==> config.mk <==
export PLATFORM = sky130hd
export DESIGN_NAME = uart_fifo_tx
export DESIGN_NICKNAME = d
export VERILOG_FILES = /design/src/rtl/uart_fifo_tx.sv
export SDC_FILE = /design/constraint.sdc
export NUM_CORES = 1
export LEC_CHECK = 0
export BUFFER_PORTS_ARGS = -buffer_cell sky130_fd_sc_hd__buf_2
export CAP_MARGIN = 15
export CORE_UTILIZATION = 25
export DETAILED_ROUTE_END_ITERATION = 7
export GPL_ROUTABILITY_DRIVEN = 0
export PLACE_DENSITY = 0.53
export SETUP_SLACK_MARGIN = 0.1
export SYNTH_ARGS = -nofsm -noshare
export SYNTH_HDL_FRONTEND = slang
export SYNTH_SLANG_ARGS = --single-unit
==> constraint.sdc <==
create_clock -name clk -period 4.03 [get_ports clk]
set_input_delay 0.2015 -clock clk [delete_from_list [all_inputs] [get_ports clk]]
set_output_delay 0.2015 -clock clk [all_outputs]
set_load 0.1 [all_outputs]
==> src/rtl/uart_fifo_tx.sv <==
// UART transmitter fed from an external FIFO head: one frame of start, data (LSB first) and stop bits per popped entry.
// The bit period is captured at frame start, so clk_div may change freely while a frame is on the line.
module uart_fifo_tx #(
  parameter int width     = 8,
  parameter int stop_bits = 1,
  parameter int div_width = 16
) (
  input  logic                 clk,
  input  logic                 rst,
  input  logic                 tx_en,
  input  logic [div_width-1:0] clk_div,
  input  logic                 fifo_has_dat,
  input  logic [width-1:0]     fifo_rdata,
  output logic                 fifo_re,
  output logic                 txd,
  output logic                 busy
);

  localparam int BW = $clog2(width + 1);

  typedef enum logic [1:0] {
    IDLE  = 2'd0,
    START = 2'd1,
    DATA  = 2'd2,
    STOP  = 2'd3
  } state_t;

  state_t               state_r;
  logic [width-1:0]     shift_r;
  logic [div_width-1:0] period_r;
  logic [div_width-1:0] cnt_r;
  logic [BW-1:0]        bit_r;
  logic                 txd_r;
  logic                 busy_r;
  logic [div_width-1:0] period_s;

  assign txd  = txd_r;
  assign busy = busy_r;

  // Pop request: only from IDLE, never while a reset is applied
  always_comb begin
    fifo_re = 1'b0;
    if ((state_r == IDLE) && tx_en && fifo_has_dat && !rst) begin
      fifo_re = 1'b1;
    end else begin
      fifo_re = 1'b0;
    end
  end

  // A zero divider is treated as one cycle per bit
  always_comb begin
    period_s = clk_div;
    if (clk_div == {div_width{1'b0}}) begin
      period_s = div_width'(1);
    end else begin
      period_s = clk_div;
    end
  end

  // Frame sequencer: state, bit timing, shift register and registered line/busy outputs
  always_ff @(posedge clk) begin
    if (rst) begin
      state_r  <= IDLE;
      shift_r  <= {width{1'b0}};
      period_r <= {div_width{1'b0}};
      cnt_r    <= {div_width{1'b0}};
      bit_r    <= {BW{1'b0}};
      txd_r    <= 1'b1;
      busy_r   <= 1'b0;
    end else begin
      case (state_r)
        IDLE: begin
          txd_r  <= 1'b1;
          busy_r <= 1'b0;
          if (fifo_re) begin
            shift_r  <= fifo_rdata;
            period_r <= period_s;
            cnt_r    <= period_s - div_width'(1);
            bit_r    <= {BW{1'b0}};
            txd_r    <= 1'b0;
            busy_r   <= 1'b1;
            state_r  <= START;
          end
        end
        START: begin
          if (cnt_r == {div_width{1'b0}}) begin
            cnt_r   <= period_r - div_width'(1);
            bit_r   <= {BW{1'b0}};
            txd_r   <= shift_r[0];
            state_r <= DATA;
          end else begin
            cnt_r <= cnt_r - div_width'(1);
          end
        end
        DATA: begin
          if (cnt_r == {div_width{1'b0}}) begin
            cnt_r   <= period_r - div_width'(1);
            shift_r <= shift_r >> 1;
            if (bit_r == BW'(width - 1)) begin
              bit_r   <= {BW{1'b0}};
              txd_r   <= 1'b1;
              state_r <= STOP;
            end else begin
              bit_r <= bit_r + BW'(1);
              txd_r <= shift_r[1];
            end
          end else begin
            cnt_r <= cnt_r - div_width'(1);
          end
        end
        STOP: begin
          if (cnt_r == {div_width{1'b0}}) begin
            cnt_r <= period_r - div_width'(1);
            if (bit_r == BW'(stop_bits - 1)) begin
              bit_r   <= {BW{1'b0}};
              busy_r  <= 1'b0;
              state_r <= IDLE;
            end else begin
              bit_r <= bit_r + BW'(1);
            end
          end else begin
            cnt_r <= cnt_r - div_width'(1);
          end
        end
        default: begin
          state_r <= IDLE;
          txd_r   <= 1'b1;
          busy_r  <= 1'b0;
        end
      endcase
    end
  end

endmodule

==> flow_metrics.tcl <==
set metrics [dict create \
    cts-resized-gates 0 \
    worstPathMaxFanout 30 \
    worstPathRequired_ns 4.28 \
    async_reset_ff_share_pct 0 \
    utilization_pct 29.3 \
    synth-seq-area-share_pct 34.4 \
    via_per_inst 4.94 \
    ys_types 56 \
    ys.flop_type "dfxtp_1" \
    status "finished, final reports clean" \
    power_frac_clock_pct 16.4 \
    synth_top_area_share_pct 34.4 \
    synth_edf_count 0 \
    cts_buffer_depth 2 \
    start_util_pct 25.8 \
    synth_area_per_cell_um2 8.14 \
    h-tree-depth 2 \
    cts_setup_buffers 0 \
    ir_drop_v 0.000310 \
    crit_path_end_kind "flip-flop" \
    synth-seq-cells 48 \
    vias 2488 \
    die_y_um 108 \
    netlist_area_mm2 0.00279 \
    first_global_vias 2525 \
    dr.pass1.iters 4 \
    drt-wirelength-per-cell_um 14.2 \
    grtUsageTotal_pct 13.7 \
    yosysWarnings 0 \
    synthCells 343 \
    syn-num-nets 378 \
    antenna_found_initial 0 \
    numCtsBuffers 5 \
    layout-drive-gt1-share_pct 17.0 \
    use_met3_pct 2.97 \
    fmax_mhz 331 \
    hold_slack_ns 0.126 \
    rsz0062_at_grt "no" \
    grt_first_pass_wirelength_mm 12.4 \
    powerDensity_mw_per_mm2 720 \
    synth_area_leaders "dfxtp_1, nor2_1, a211oi_1, nand2b_1, nand2_1" \
    p_leak_nw 1.16 \
    hpwl_mm 5.00 \
    design_area_mm2 0.00318 \
    nets 398 \
    yosysMostFrequentCell "dfxtp_1" \
    cts_tree "done" \
    io_pins 31 \
    skew_ns 0.0104 \
    gr-usage-met2_pct 23.2 \
    dieArea_mm2 0.0116 \
    fillers 1209 \
    drt-total-wl_mm 7.16 \
    internal-power_mw 1.26 \
    clock_latency_ns 0.31 \
    pwr-share-comb_pct 51.2 \
    maxSlewHeadroom_pct 38.3 \
    crit_type "reg -> reg" \
    die_w_um 108 \
    rows 38 \
    worst_pin_slew_ns 0.924 \
    drt_iter0_drc 123 \
    grt_start_max_net_pins 49 \
    period_needed_ns 3.02 \
    cts_root_buffer "clkbuf_8" \
    diodes 0 \
    p_sw_mw 1.02 \
    cap_violations 0 \
    timing.setup.tns_ns 0 \
    maxSlewViolCount 0 \
    cts.clk_slew.worst_paths_ns 0.09 \
    grt_remaining_overflow 0 \
    grt_busiest_layer "met2" \
    period_share_pct 74.9 \
    cp.arrival_ns 3.27 \
    start_kind "flip-flop" \
    clock-sinks 48 \
    numPortBuffers 30 \
    hold_path_class "in -> reg" \
    area_delta_synth_final_pct 13.8 \
    hold_viol_final 0 \
    switching_share_pct 44.8 \
    use_met1_pct 17.1 \
    synth_commonest_cells "dfxtp_1, nor2_1, nand2_1, o21ai_0, nand2b_1" \
    drc 0 \
    postCtsHoldBufs 0 \
    antenna_left 0 \
    placed_area_mm2 0.00306 \
    synth_area_leader_cell "dfxtp_1" \
    coreArea_mm2 0.0108 \
    setup_viol 0 \
    seq_power_share_pct 32.4 \
]
==> critical path, stage by stage (launching register included) <==
cell     delay, ns
dfxtp_1       0.34
inv_1         0.10
ha_1          0.31
buf_4         0.36
nor2_1        0.08
or2_2         0.30
inv_1         0.07
ha_1          0.15
o21ai_0       0.10
a21oi_2       0.33
nand4_1       0.22
or4b_1        0.51
nand3_1       0.09
==> metrics by stage <==
step / setup slack (ns) / cells / total power, mW
5_1_grt: 0.687 / 504 / 2.51
3_5_place_dp: 1.05 / 496 / 1.92
4_1_cts: 1.02 / 504 / 2.31
3_3_place_gp: 1.17 / 496 / 1.90
2_1_floorplan: 0.991 / 343 / 1.67
6_report: 1.01 / 504 / 2.29
==> layout by cell type (no fill, tap or decap), drive strengths merged, types with 3 or more instances in the layout <==
cell type,instances
dfxtp,48
nor2,43
buf,34
nand2,31
o21ai,27
nand2b,19
a21oi,18
a211oi,17
mux2i,11
nor4,8
nor3,7
a31oi,7
ha,7
inv,7
nand3b,6
clkbuf,6
nand4,6
mux2,5
o211ai,5
nand3,5
a211o,5
xnor2,4
or4b,3
and2,3
a21boi,3
a31o,3
a311oi,3
==> metal layers <==
layer | vias to the layer above | routed length [µm]
met5 | - | 0
li1 | 1285 | -
met3 | 8 | 235
met1 | 1154 | 3520
met4 | 0 | 81
met2 | 41 | 3330
==> cells by family after synthesis <==
kind of cell    share of synthesized area, %
fa+ha+maj                               3.14
xor+xnor                                1.88
buf+inv                                 4.21
compound gates                          22.8
mux                                     5.96
flops                                   34.4
simple gates                            27.6
==> sequential cells by signal (all words and copies together) (netlist names) <==
name	count
bit_r	4
busy	1
cnt_r	16
period_r	16
shift_r	8
state_r	2
txd	1
==> power groups by stage <==
stage                     sequential (mW)  clock, mW  combinational [mW]
after floorplan                     0.745          0               0.925
after global placement              0.748          0                1.15
after detailed placement            0.750          0                1.17
after CTS                           0.742      0.392                1.18
after global routing                0.762      0.413                1.34
final                               0.741      0.375                1.17
==> cell type report <==
class | instances | area [µm²] | share of cell area, %
sequential | 48 | 961 | 30.2
clock inverter | 2 | 38.8 | 1.22
clock buffer | 6 | 82.6 | 2.60
timing repair buffer | 34 | 180 | 5.67
multi-input combinational | 267 | 1710 | 53.9
tap | 140 | 175 | 5.51
inverter | 7 | 26.3 | 0.827
==> final timing paths <==
kind                     from      endpoint  slack [ns]  cells after the start
hold reg to reg           txd           txd        0.47                      1
setup reg to reg   state_r[0]     cnt_r[12]        1.01                     12
setup / recovery   state_r[0]     cnt_r[12]        1.01                     12
hold / removal    clk_div[15]  period_r[15]        0.13                      3
(Power assumes the default switching activity.)
